$ cat src/rtl/dsp_mac_pkg.sv
// dsp_mac_pkg: shared op encoding, bit indices and saturation limits
// for the dsp_mac_pipe multiply-accumulate slice.
package dsp_mac_pkg;

  localparam int OP_PREADD_EN  = 0;
  localparam int OP_PREADD_SUB = 1;
  localparam int OP_FIRST      = 2;
  localparam int OP_ACC_SUB    = 3;
  localparam int OP_W          = 4;

  localparam int SAT_W = 128;

  typedef struct packed {
    logic acc_sub;
    logic first;
    logic preadd_sub;
    logic preadd_en;
  } op_t;

  // Limits for a w-bit signed value, returned in the low w bits.
  function automatic logic [SAT_W-1:0] sat_max(input int w);
    return (SAT_W'(1) << (w - 1)) - SAT_W'(1);
  endfunction

  function automatic logic [SAT_W-1:0] sat_min(input int w);
    return ~sat_max(w);
  endfunction

endpackage

$ cat src/rtl/dsp_mac_if.sv
// dsp_mac_if: input beat stream (valid/ready, ch, a, b, d, op, last) and
// result stream (valid/ready, ch, p, ovf); slave = MAC, master = source/sink.
interface dsp_mac_if #(
  parameter int A_WIDTH   = 18,
  parameter int B_WIDTH   = 18,
  parameter int ACC_WIDTH = 48,
  parameter int NUM_CH    = 4,
  parameter int CH_W      = (NUM_CH > 1) ? $clog2(NUM_CH) : 1
);
  import dsp_mac_pkg::*;

  logic                        in_valid;
  logic                        in_ready;
  logic [CH_W-1:0]             in_ch;
  logic signed [A_WIDTH-1:0]   in_a;
  logic signed [B_WIDTH-1:0]   in_b;
  logic signed [B_WIDTH-1:0]   in_d;
  op_t                         in_op;
  logic                        in_last;
  logic                        out_valid;
  logic                        out_ready;
  logic [CH_W-1:0]             out_ch;
  logic signed [ACC_WIDTH-1:0] out_p;
  logic                        out_ovf;

  modport master (
    output in_valid, in_ch, in_a, in_b, in_d, in_op, in_last,
    input  in_ready,
    input  out_valid, out_ch, out_p, out_ovf,
    output out_ready
  );

  modport slave (
    input  in_valid, in_ch, in_a, in_b, in_d, in_op, in_last,
    output in_ready,
    output out_valid, out_ch, out_p, out_ovf,
    input  out_ready
  );

endinterface

$ cat src/rtl/dsp_mac_preadd.sv
// dsp_mac_preadd: registered signed pre-adder stage, bp = b, d+b or d-b.
// Ports: clk, rst_n, en (advance), vld_i/vld_o, pre_en, pre_sub, b_i, d_i, bp_o.
module dsp_mac_preadd #(
  parameter int B_WIDTH = 18
) (
  input  logic                      clk,
  input  logic                      rst_n,
  input  logic                      en,
  input  logic                      vld_i,
  input  logic                      pre_en,
  input  logic                      pre_sub,
  input  logic signed [B_WIDTH-1:0] b_i,
  input  logic signed [B_WIDTH-1:0] d_i,
  output logic                      vld_o,
  output logic signed [B_WIDTH:0]   bp_o
);
  localparam int BW1 = B_WIDTH + 1;

  logic                  vld_q, vld_d;
  logic signed [BW1-1:0] bp_q, bp_d;
  logic signed [BW1-1:0] b_x, d_x;

  always_comb begin
    b_x   = BW1'(b_i);
    d_x   = BW1'(d_i);
    vld_d = vld_q;
    bp_d  = bp_q;
    if (en) begin
      vld_d = vld_i;
      if (vld_i) begin
        unique case (1'b1)
          !pre_en:           bp_d = b_x;
          pre_en && !pre_sub: bp_d = d_x + b_x;
          pre_en && pre_sub:  bp_d = d_x - b_x;
          default:           bp_d = b_x;
        endcase
      end
    end
  end

  always_ff @(posedge clk or negedge rst_n) begin
    if (!rst_n) begin
      vld_q <= 1'b0;
      bp_q  <= '0;
    end else begin
      vld_q <= vld_d;
      bp_q  <= bp_d;
    end
  end

  assign vld_o = vld_q;
  assign bp_o  = bp_q;

endmodule

$ cat src/rtl/dsp_mac_pipe.sv
// dsp_mac_pipe: multi-channel signed MAC, stages in/preadd/mult/acc/out.
// Ports: clk, rst_n, bus (dsp_mac_if.slave); DSP_MAC_SATURATE_EN clamps acc.
module dsp_mac_pipe
  import dsp_mac_pkg::*;
#(
  parameter int A_WIDTH   = 18,
  parameter int B_WIDTH   = 18,
  parameter int ACC_WIDTH = 48,
  parameter int NUM_CH    = 4,
  parameter int CH_W      = (NUM_CH > 1) ? $clog2(NUM_CH) : 1
) (
  input logic       clk,
  input logic       rst_n,
  dsp_mac_if.slave  bus
);
  localparam int PW = A_WIDTH + B_WIDTH + 1;
  localparam int AW = ACC_WIDTH;
  localparam logic [SAT_W-1:0] SMAX_W = sat_max(AW);
  localparam logic [SAT_W-1:0] SMIN_W = sat_min(AW);
  localparam logic [AW-1:0]    SMAX   = SMAX_W[AW-1:0];
  localparam logic [AW-1:0]    SMIN   = SMIN_W[AW-1:0];

  // Assert asynchronously, release on a clock edge.
  logic [1:0] rst_sync_q, rst_sync_d;
  logic       rst_ni;

  always_ff @(posedge clk or negedge rst_n) begin
    if (!rst_n) rst_sync_q <= '0;
    else        rst_sync_q <= rst_sync_d;
  end
  assign rst_sync_d = {rst_sync_q[0], 1'b1};
  assign rst_ni     = rst_sync_q[1];

  logic adv;

  logic                        s1_vld_q, s1_vld_d;
  logic [CH_W-1:0]             s1_ch_q, s1_ch_d;
  logic signed [A_WIDTH-1:0]   s1_a_q, s1_a_d;
  logic signed [B_WIDTH-1:0]   s1_b_q, s1_b_d;
  logic signed [B_WIDTH-1:0]   s1_d_q, s1_d_d;
  op_t                         s1_op_q, s1_op_d;
  logic                        s1_last_q, s1_last_d;

  logic                        s2_vld;
  logic signed [B_WIDTH:0]     s2_bp;
  logic [CH_W-1:0]             s2_ch_q, s2_ch_d;
  logic signed [A_WIDTH-1:0]   s2_a_q, s2_a_d;
  logic                        s2_first_q, s2_first_d;
  logic                        s2_asub_q, s2_asub_d;
  logic                        s2_last_q, s2_last_d;

  logic                        s3_vld_q, s3_vld_d;
  logic [CH_W-1:0]             s3_ch_q, s3_ch_d;
  logic signed [PW-1:0]        s3_m_q, s3_m_d;
  logic                        s3_first_q, s3_first_d;
  logic                        s3_asub_q, s3_asub_d;
  logic                        s3_last_q, s3_last_d;

  logic                        r_vld_q, r_vld_d;
  logic [CH_W-1:0]             r_ch_q, r_ch_d;
  logic signed [AW-1:0]        r_p_q, r_p_d;
  logic                        r_ovf_q, r_ovf_d;

  logic                        out_vld_q, out_vld_d;
  logic [CH_W-1:0]             out_ch_q, out_ch_d;
  logic signed [AW-1:0]        out_p_q, out_p_d;
  logic                        out_ovf_q, out_ovf_d;

  logic signed [AW-1:0]        acc_q [NUM_CH];
  logic signed [AW-1:0]        acc_d [NUM_CH];
  logic [NUM_CH-1:0]           ovf_q, ovf_d;

  logic signed [AW-1:0]        mx, base, acc_new;
  logic [AW:0]                 sum_x;
  logic                        ovf_now, ovf_new;

  assign adv = !out_vld_q || bus.out_ready;

  dsp_mac_preadd #(.B_WIDTH(B_WIDTH)) u_preadd (
    .clk     (clk),
    .rst_n   (rst_ni),
    .en      (adv),
    .vld_i   (s1_vld_q),
    .pre_en  (s1_op_q.preadd_en),
    .pre_sub (s1_op_q.preadd_sub),
    .b_i     (s1_b_q),
    .d_i     (s1_d_q),
    .vld_o   (s2_vld),
    .bp_o    (s2_bp)
  );

  always_comb begin
    s1_vld_d   = s1_vld_q;
    s1_ch_d    = s1_ch_q;
    s1_a_d     = s1_a_q;
    s1_b_d     = s1_b_q;
    s1_d_d     = s1_d_q;
    s1_op_d    = s1_op_q;
    s1_last_d  = s1_last_q;
    s2_ch_d    = s2_ch_q;
    s2_a_d     = s2_a_q;
    s2_first_d = s2_first_q;
    s2_asub_d  = s2_asub_q;
    s2_last_d  = s2_last_q;
    s3_vld_d   = s3_vld_q;
    s3_ch_d    = s3_ch_q;
    s3_m_d     = s3_m_q;
    s3_first_d = s3_first_q;
    s3_asub_d  = s3_asub_q;
    s3_last_d  = s3_last_q;
    r_vld_d    = r_vld_q;
    r_ch_d     = r_ch_q;
    r_p_d      = r_p_q;
    r_ovf_d    = r_ovf_q;
    out_vld_d  = out_vld_q;
    out_ch_d   = out_ch_q;
    out_p_d    = out_p_q;
    out_ovf_d  = out_ovf_q;
    acc_d      = acc_q;
    ovf_d      = ovf_q;

    // One extra bit exposes signed overflow of the AW-bit add/sub.
    mx      = AW'(s3_m_q);
    base    = s3_first_q ? '0 : acc_q[s3_ch_q];
    sum_x   = s3_asub_q ? {base[AW-1], base} - {mx[AW-1], mx}
                        : {base[AW-1], base} + {mx[AW-1], mx};
    ovf_now = sum_x[AW] ^ sum_x[AW-1];
    acc_new = sum_x[AW-1:0];
`ifdef DSP_MAC_SATURATE_EN
    if (ovf_now) acc_new = sum_x[AW] ? SMIN : SMAX;
`endif
    ovf_new = (!s3_first_q && ovf_q[s3_ch_q]) || ovf_now;

    if (adv) begin
      s1_vld_d = bus.in_valid;
      if (bus.in_valid) begin
        s1_ch_d   = bus.in_ch;
        s1_a_d    = bus.in_a;
        s1_b_d    = bus.in_b;
        s1_d_d    = bus.in_d;
        s1_op_d   = bus.in_op;
        s1_last_d = bus.in_last;
      end
      if (s1_vld_q) begin
        s2_ch_d    = s1_ch_q;
        s2_a_d     = s1_a_q;
        s2_first_d = s1_op_q.first;
        s2_asub_d  = s1_op_q.acc_sub;
        s2_last_d  = s1_last_q;
      end
      s3_vld_d = s2_vld;
      if (s2_vld) begin
        s3_ch_d    = s2_ch_q;
        s3_m_d     = PW'(s2_a_q) * PW'(s2_bp);
        s3_first_d = s2_first_q;
        s3_asub_d  = s2_asub_q;
        s3_last_d  = s2_last_q;
      end
      r_vld_d = s3_vld_q && s3_last_q;
      if (s3_vld_q) begin
        acc_d[s3_ch_q] = acc_new;
        ovf_d[s3_ch_q] = ovf_new;
        if (s3_last_q) begin
          r_ch_d  = s3_ch_q;
          r_p_d   = acc_new;
          r_ovf_d = ovf_new;
        end
      end
      out_vld_d = r_vld_q;
      if (r_vld_q) begin
        out_ch_d  = r_ch_q;
        out_p_d   = r_p_q;
        out_ovf_d = r_ovf_q;
      end
    end
  end

  always_ff @(posedge clk or negedge rst_ni) begin
    if (!rst_ni) begin
      s1_vld_q   <= 1'b0;
      s1_ch_q    <= '0;
      s1_a_q     <= '0;
      s1_b_q     <= '0;
      s1_d_q     <= '0;
      s1_op_q    <= '0;
      s1_last_q  <= 1'b0;
      s2_ch_q    <= '0;
      s2_a_q     <= '0;
      s2_first_q <= 1'b0;
      s2_asub_q  <= 1'b0;
      s2_last_q  <= 1'b0;
      s3_vld_q   <= 1'b0;
      s3_ch_q    <= '0;
      s3_m_q     <= '0;
      s3_first_q <= 1'b0;
      s3_asub_q  <= 1'b0;
      s3_last_q  <= 1'b0;
      r_vld_q    <= 1'b0;
      r_ch_q     <= '0;
      r_p_q      <= '0;
      r_ovf_q    <= 1'b0;
      out_vld_q  <= 1'b0;
      out_ch_q   <= '0;
      out_p_q    <= '0;
      out_ovf_q  <= 1'b0;
      acc_q      <= '{default: '0};
      ovf_q      <= '0;
    end else begin
      s1_vld_q   <= s1_vld_d;
      s1_ch_q    <= s1_ch_d;
      s1_a_q     <= s1_a_d;
      s1_b_q     <= s1_b_d;
      s1_d_q     <= s1_d_d;
      s1_op_q    <= s1_op_d;
      s1_last_q  <= s1_last_d;
      s2_ch_q    <= s2_ch_d;
      s2_a_q     <= s2_a_d;
      s2_first_q <= s2_first_d;
      s2_asub_q  <= s2_asub_d;
      s2_last_q  <= s2_last_d;
      s3_vld_q   <= s3_vld_d;
      s3_ch_q    <= s3_ch_d;
      s3_m_q     <= s3_m_d;
      s3_first_q <= s3_first_d;
      s3_asub_q  <= s3_asub_d;
      s3_last_q  <= s3_last_d;
      r_vld_q    <= r_vld_d;
      r_ch_q     <= r_ch_d;
      r_p_q      <= r_p_d;
      r_ovf_q    <= r_ovf_d;
      out_vld_q  <= out_vld_d;
      out_ch_q   <= out_ch_d;
      out_p_q    <= out_p_d;
      out_ovf_q  <= out_ovf_d;
      acc_q      <= acc_d;
      ovf_q      <= ovf_d;
    end
  end

  assign bus.in_ready  = adv;
  assign bus.out_valid = out_vld_q;
  assign bus.out_ch    = out_ch_q;
  assign bus.out_p     = out_p_q;
  assign bus.out_ovf   = out_ovf_q;

endmodule

$ cat src/flat_wrapper.sv
// flat-port wrapper written by rule: the top's interface ports become plain ports
module dsp_mac_pipe_flat import dsp_mac_pkg::*;
#(
  parameter int A_WIDTH   = 18,
  parameter int B_WIDTH   = 18,
  parameter int ACC_WIDTH = 48,
  parameter int NUM_CH    = 4,
  parameter int CH_W      = (NUM_CH > 1) ? $clog2(NUM_CH) : 1
)
  (clk, rst_n, bus_in_valid, bus_in_ch, bus_in_a, bus_in_b, bus_in_d, bus_in_op, bus_in_last, bus_in_ready, bus_out_valid, bus_out_ch, bus_out_p, bus_out_ovf, bus_out_ready);
  dsp_mac_if #(.A_WIDTH(A_WIDTH), .B_WIDTH(B_WIDTH), .ACC_WIDTH(ACC_WIDTH), .NUM_CH(NUM_CH), .CH_W(CH_W)) bus_i ();
  input logic clk;
  input logic rst_n;
  input wire logic [$bits(bus_i.in_valid)-1:0] bus_in_valid;
  input wire logic [$bits(bus_i.in_ch)-1:0] bus_in_ch;
  input wire logic [$bits(bus_i.in_a)-1:0] bus_in_a;
  input wire logic [$bits(bus_i.in_b)-1:0] bus_in_b;
  input wire logic [$bits(bus_i.in_d)-1:0] bus_in_d;
  input wire logic [$bits(bus_i.in_op)-1:0] bus_in_op;
  input wire logic [$bits(bus_i.in_last)-1:0] bus_in_last;
  output wire logic [$bits(bus_i.in_ready)-1:0] bus_in_ready;
  output wire logic [$bits(bus_i.out_valid)-1:0] bus_out_valid;
  output wire logic [$bits(bus_i.out_ch)-1:0] bus_out_ch;
  output wire logic [$bits(bus_i.out_p)-1:0] bus_out_p;
  output wire logic [$bits(bus_i.out_ovf)-1:0] bus_out_ovf;
  input wire logic [$bits(bus_i.out_ready)-1:0] bus_out_ready;
  assign bus_i.in_valid = bus_in_valid;
  assign bus_i.in_ch = bus_in_ch;
  assign bus_i.in_a = bus_in_a;
  assign bus_i.in_b = bus_in_b;
  assign bus_i.in_d = bus_in_d;
  assign bus_i.in_op = bus_in_op;
  assign bus_i.in_last = bus_in_last;
  assign bus_in_ready = bus_i.in_ready;
  assign bus_out_valid = bus_i.out_valid;
  assign bus_out_ch = bus_i.out_ch;
  assign bus_out_p = bus_i.out_p;
  assign bus_out_ovf = bus_i.out_ovf;
  assign bus_i.out_ready = bus_out_ready;
  dsp_mac_pipe #(.A_WIDTH(A_WIDTH), .B_WIDTH(B_WIDTH), .ACC_WIDTH(ACC_WIDTH), .NUM_CH(NUM_CH), .CH_W(CH_W)) u_core (.clk(clk), .rst_n(rst_n), .bus(bus_i));
endmodule
$ cat config.mk
export PLATFORM = sky130hd
export DESIGN_NAME = dsp_mac_pipe_flat
export DESIGN_NICKNAME = d
export VERILOG_FILES = /design/src/rtl/dsp_mac_pkg.sv /design/src/rtl/dsp_mac_if.sv /design/src/rtl/dsp_mac_preadd.sv /design/src/rtl/dsp_mac_pipe.sv /design/src/flat_wrapper.sv
export SDC_FILE = /design/constraint.sdc
export NUM_CORES = 2
export LEC_CHECK = 0
export CORE_MARGIN = 2
export CORE_UTILIZATION = 35
export CTS_BUF_LIST = sky130_fd_sc_hd__clkbuf_4
export DETAILED_ROUTE_END_ITERATION = 8
export GPL_TIMING_DRIVEN = 0
export SYNTH_ARGS = -nofsm -noshare
export SYNTH_HDL_FRONTEND = slang
export SYNTH_SLANG_ARGS = --single-unit
export TNS_END_PERCENT = 1
$ cat constraint.sdc
create_clock -name clk -period 17.4 [get_ports clk]
set_clock_uncertainty 0.15 [all_clocks]
set_input_delay 2.61 -clock clk [delete_from_list [all_inputs] [get_ports clk]]
set_output_delay 2.61 -clock clk [all_outputs]
set_load 0.01 [all_outputs]
==> flow_summary.toml <==
[run_status]
outcome = "finished clean"

[critical_path]
cp_top_family = "buffers and inverters"
path_common_cell = "clkdlybuf4s50_1"
startpoint_type = "primary input"
crit_arrival_ns = 5.68
cpPeakStageDelay_ns = 0.81
path_buf_inv = 4
crit_chain = "clkdlybuf4s50_1 > nor2b_1 > inv_1 > clkbuf_1 > clkdlybuf4s50_1"
cp_slowest_cell = "nor2b_1"
critical_path_class = "in -> out"
end_kind = "output port"
crit_fanout = 10
worstPathRequired_ns = 14.64

[logic_synthesis]
synth.area.top_cells = "dfrtp_1 (32%), fa_1 (20%), nand2_1 (8.3%)"
synth_top_area_cell = "dfrtp_1"
synth_top_family_by_area = "adder cells"
syn-num-nets = 4246
synth-compound-area-share_pct = 7.35
async_flop_share_pct = 100
synthSimpleGateAreaFrac_pct = 16.3
yosys_warnings = 0
post-synth-top-count-cell = "nand2_1"
yosysUniqueCellTypes = 68
synthMuxAreaShare_pct = 9.32
ys_seq_area_share_pct = 31.7
synth_xor_area_share_pct = 3.70
synth_edf_count = 0
netlist_area_um2 = 35500
yosys.area_share.adder_pct = 25.3
ys.flop_type = "dfrtp_1"
synth_top_cells_by_count = "nand2_1 (784), dfrtp_1 (450), inv_1 (416), fa_1 (347), and2_1 (227)"
ys_seq_elements = 450
synth_top_area_share_pct = 31.7
syn_area_per_cell_um2 = 9.67
synthCells = 3671

[sta]
slew_violations = 0
fin_hold_ws_ns = 0.217
period_share_pct = 48.5
hold_viol = 0
rsz0062_at_grt = "no"
maxSlewHeadroom_pct = 6.48
post-route-min-period_ns = 8.44
final-setup-viol-count = 0
clock.fmax_ghz = 0.118
worst_pin_slew_ns = 1.40

[min_path]
hp-class = "reg -> reg"

[clock_tree]
cts_hold_buf = 0
cts_buffer_depth = 3
clk_pin_slew_worst_paths_ns = 0.06
clock_latency_ns = 1.00
clkSinkCount = 450
clk_root_buffer_cell = "clkbuf_4"
post-cts-setup-buffers = 0
htreeDepth = 3
cts_tree = "yes"
post_cts_resized = 0
cts_buffers = 120

[floorplan]
io_pins = 118
dieHeight_um = 322
die_area_um2 = 104000
die_w_um = 322
start_util_pct = 35.4
core-area_um2 = 100000
core.rowCount = 116

[finish]
regArea_um2 = 11300
multi_input_area_um2 = 22000
utilization_pct = 40.0
final_cell_area_um2 = 40100
fillers = 10100
num-nets-final = 4492
drive_gt1_share_pct = 10.9
synthToLayoutAreaGrowth_pct = 13.0

[route]
met2_wirelength_um = 43500
drc_errors = 0
wl_met3_um = 5800
ant_nets = 0
wl_per_cell_um = 17.7
highest_layer = "met5"
viasPerCell = 4.88
met1_length_um = 42300
dr.first_iter.drc_count = 1484
wirelength_um = 94800
firstDrtPassIters = 7
vias = 26200

[place]
numPortBuffers = 117
place_congestion = 0.925
hpwlAfterDp_um = 74300
post_dp_cell_area_um2 = 38600

[global_route]
first_global_vias = 27100
grt_max_degree = 64
grt_pass1_wl_um = 152000
overflow = 0
antenna_found_initial = 4
track_usage_pct = 18.7

[job]
drv_cap = 0
[flip-flops by register name (all words and copies together) (netlist names), 18 cells and up]
signal and count:
u_core.s3_m_q 37, u_core.bus.out_p 48, u_core.s1_b_q 18, u_core.s2_a_q 18, u_core.acc_q 192, u_core.s1_a_q 18, u_core.u_preadd.bp_o 19, u_core.r_p_q 48
u_core.s1_d_q 18
[routing by layer]
metal / vias up / track usage [%]
li1: 12400 / -
met1: 12900 / 25.2
met2: 778 / 30.2
met3: 186 / 3.52
met4: 2 / 6.69
met5: - / 0
[kinds of logic after synthesis]
kind of cell | Yosys count
XOR/XNOR | 149
adder cells (fa/ha/maj) | 510
multiplexers | 246
AO/OA/AOI/OAI | 443
other | 1
buffers and inverters | 597
flip-flops | 450
AND/OR/NAND/NOR | 1275
[area by class of cell]
cell class	count	share of cell area, %
clock inverter	40	0.552
tap	1357	4.23
antenna	3	0.0187
multi-input combinational	2624	54.8
clock buffer	177	3.31
timing repair buffer	124	3.40
inverter	418	3.91
buffer	179	1.67
sequential	450	28.1
[worst paths after layout]
kind,startpoint,endpoint,slack [ns],cells past startpoint
min,u_core.rst_sync_q[0]$_DFF_PN0_,u_core.rst_sync_q[1]$_DFF_PN0_,0.22,0
min reg2reg,u_core.rst_sync_q[0]$_DFF_PN0_,u_core.rst_sync_q[1]$_DFF_PN0_,0.22,0
min in group asynchronous,u_core.rst_sync_q[1]$_DFF_PN0_,u_core.s1_vld_q$_DFFE_PN0N_,0.23,0
max in group asynchronous,rst_n,u_core.rst_sync_q[1]$_DFF_PN0_,15.29,1
max,bus_out_ready,bus_in_ready,8.96,5
max reg2reg,u_core.u_preadd.bp_o[1]$_DFFE_PN0P_,u_core.s3_m_q[36]$_DFFE_PN0P_,9.47,22
[layout by cell type, fill, tap and decap left out, drive strengths merged, types with 10 or more instances in the layout]
master	count
nand2	784
dfrtp	450
inv	423
fa	347
clkbuf	332
and2	227
mux2	176
o21ai	176
ha	163
a21oi	120
clkdlybuf4s50	117
nor2	110
xnor2	104
mux4	49
xor2	45
a21o	42
clkinv	35
buf	31
nor3	27
nand2b	25
mux2i	21
a31oi	20
nand3	19
o211ai	12
nand4	11
nor4	11
o21bai	10
[metrics by stage]
step,setup WS [ns],setup TNS [ns],instances
CTS,8.89,0,5369
floorplan,3.78,0,3671
global route,8.90,0,5372
finish,8.96,0,5372
detailed placement,8.90,0,5152
global placement,-1.93,-816.39,5145
[worst reg2reg max path: stages (launching register included)]
cell and delay (ns):
dfrtp_1 0.67, clkbuf_1 0.67, nand2_1 0.18, fa_1 0.54, fa_1 0.55, inv_1 0.05
fa_1 0.50, fa_1 0.52, fa_1 0.54, inv_1 0.05, fa_1 0.52, inv_1 0.04
ha_1 0.36, a211oi_1 0.25, nand2_1 0.11, a211oi_1 0.47, nor4b_1 0.20, o221ai_1 0.26
o21ai_0 0.16, o41ai_1 0.46, o21ai_0 0.22, xnor2_1 0.19, o21ai_0 0.09
Power is left out: the tool's default activity adds up to more than one toggle a clock period on the data nets, which glitch-free logic cannot reach.
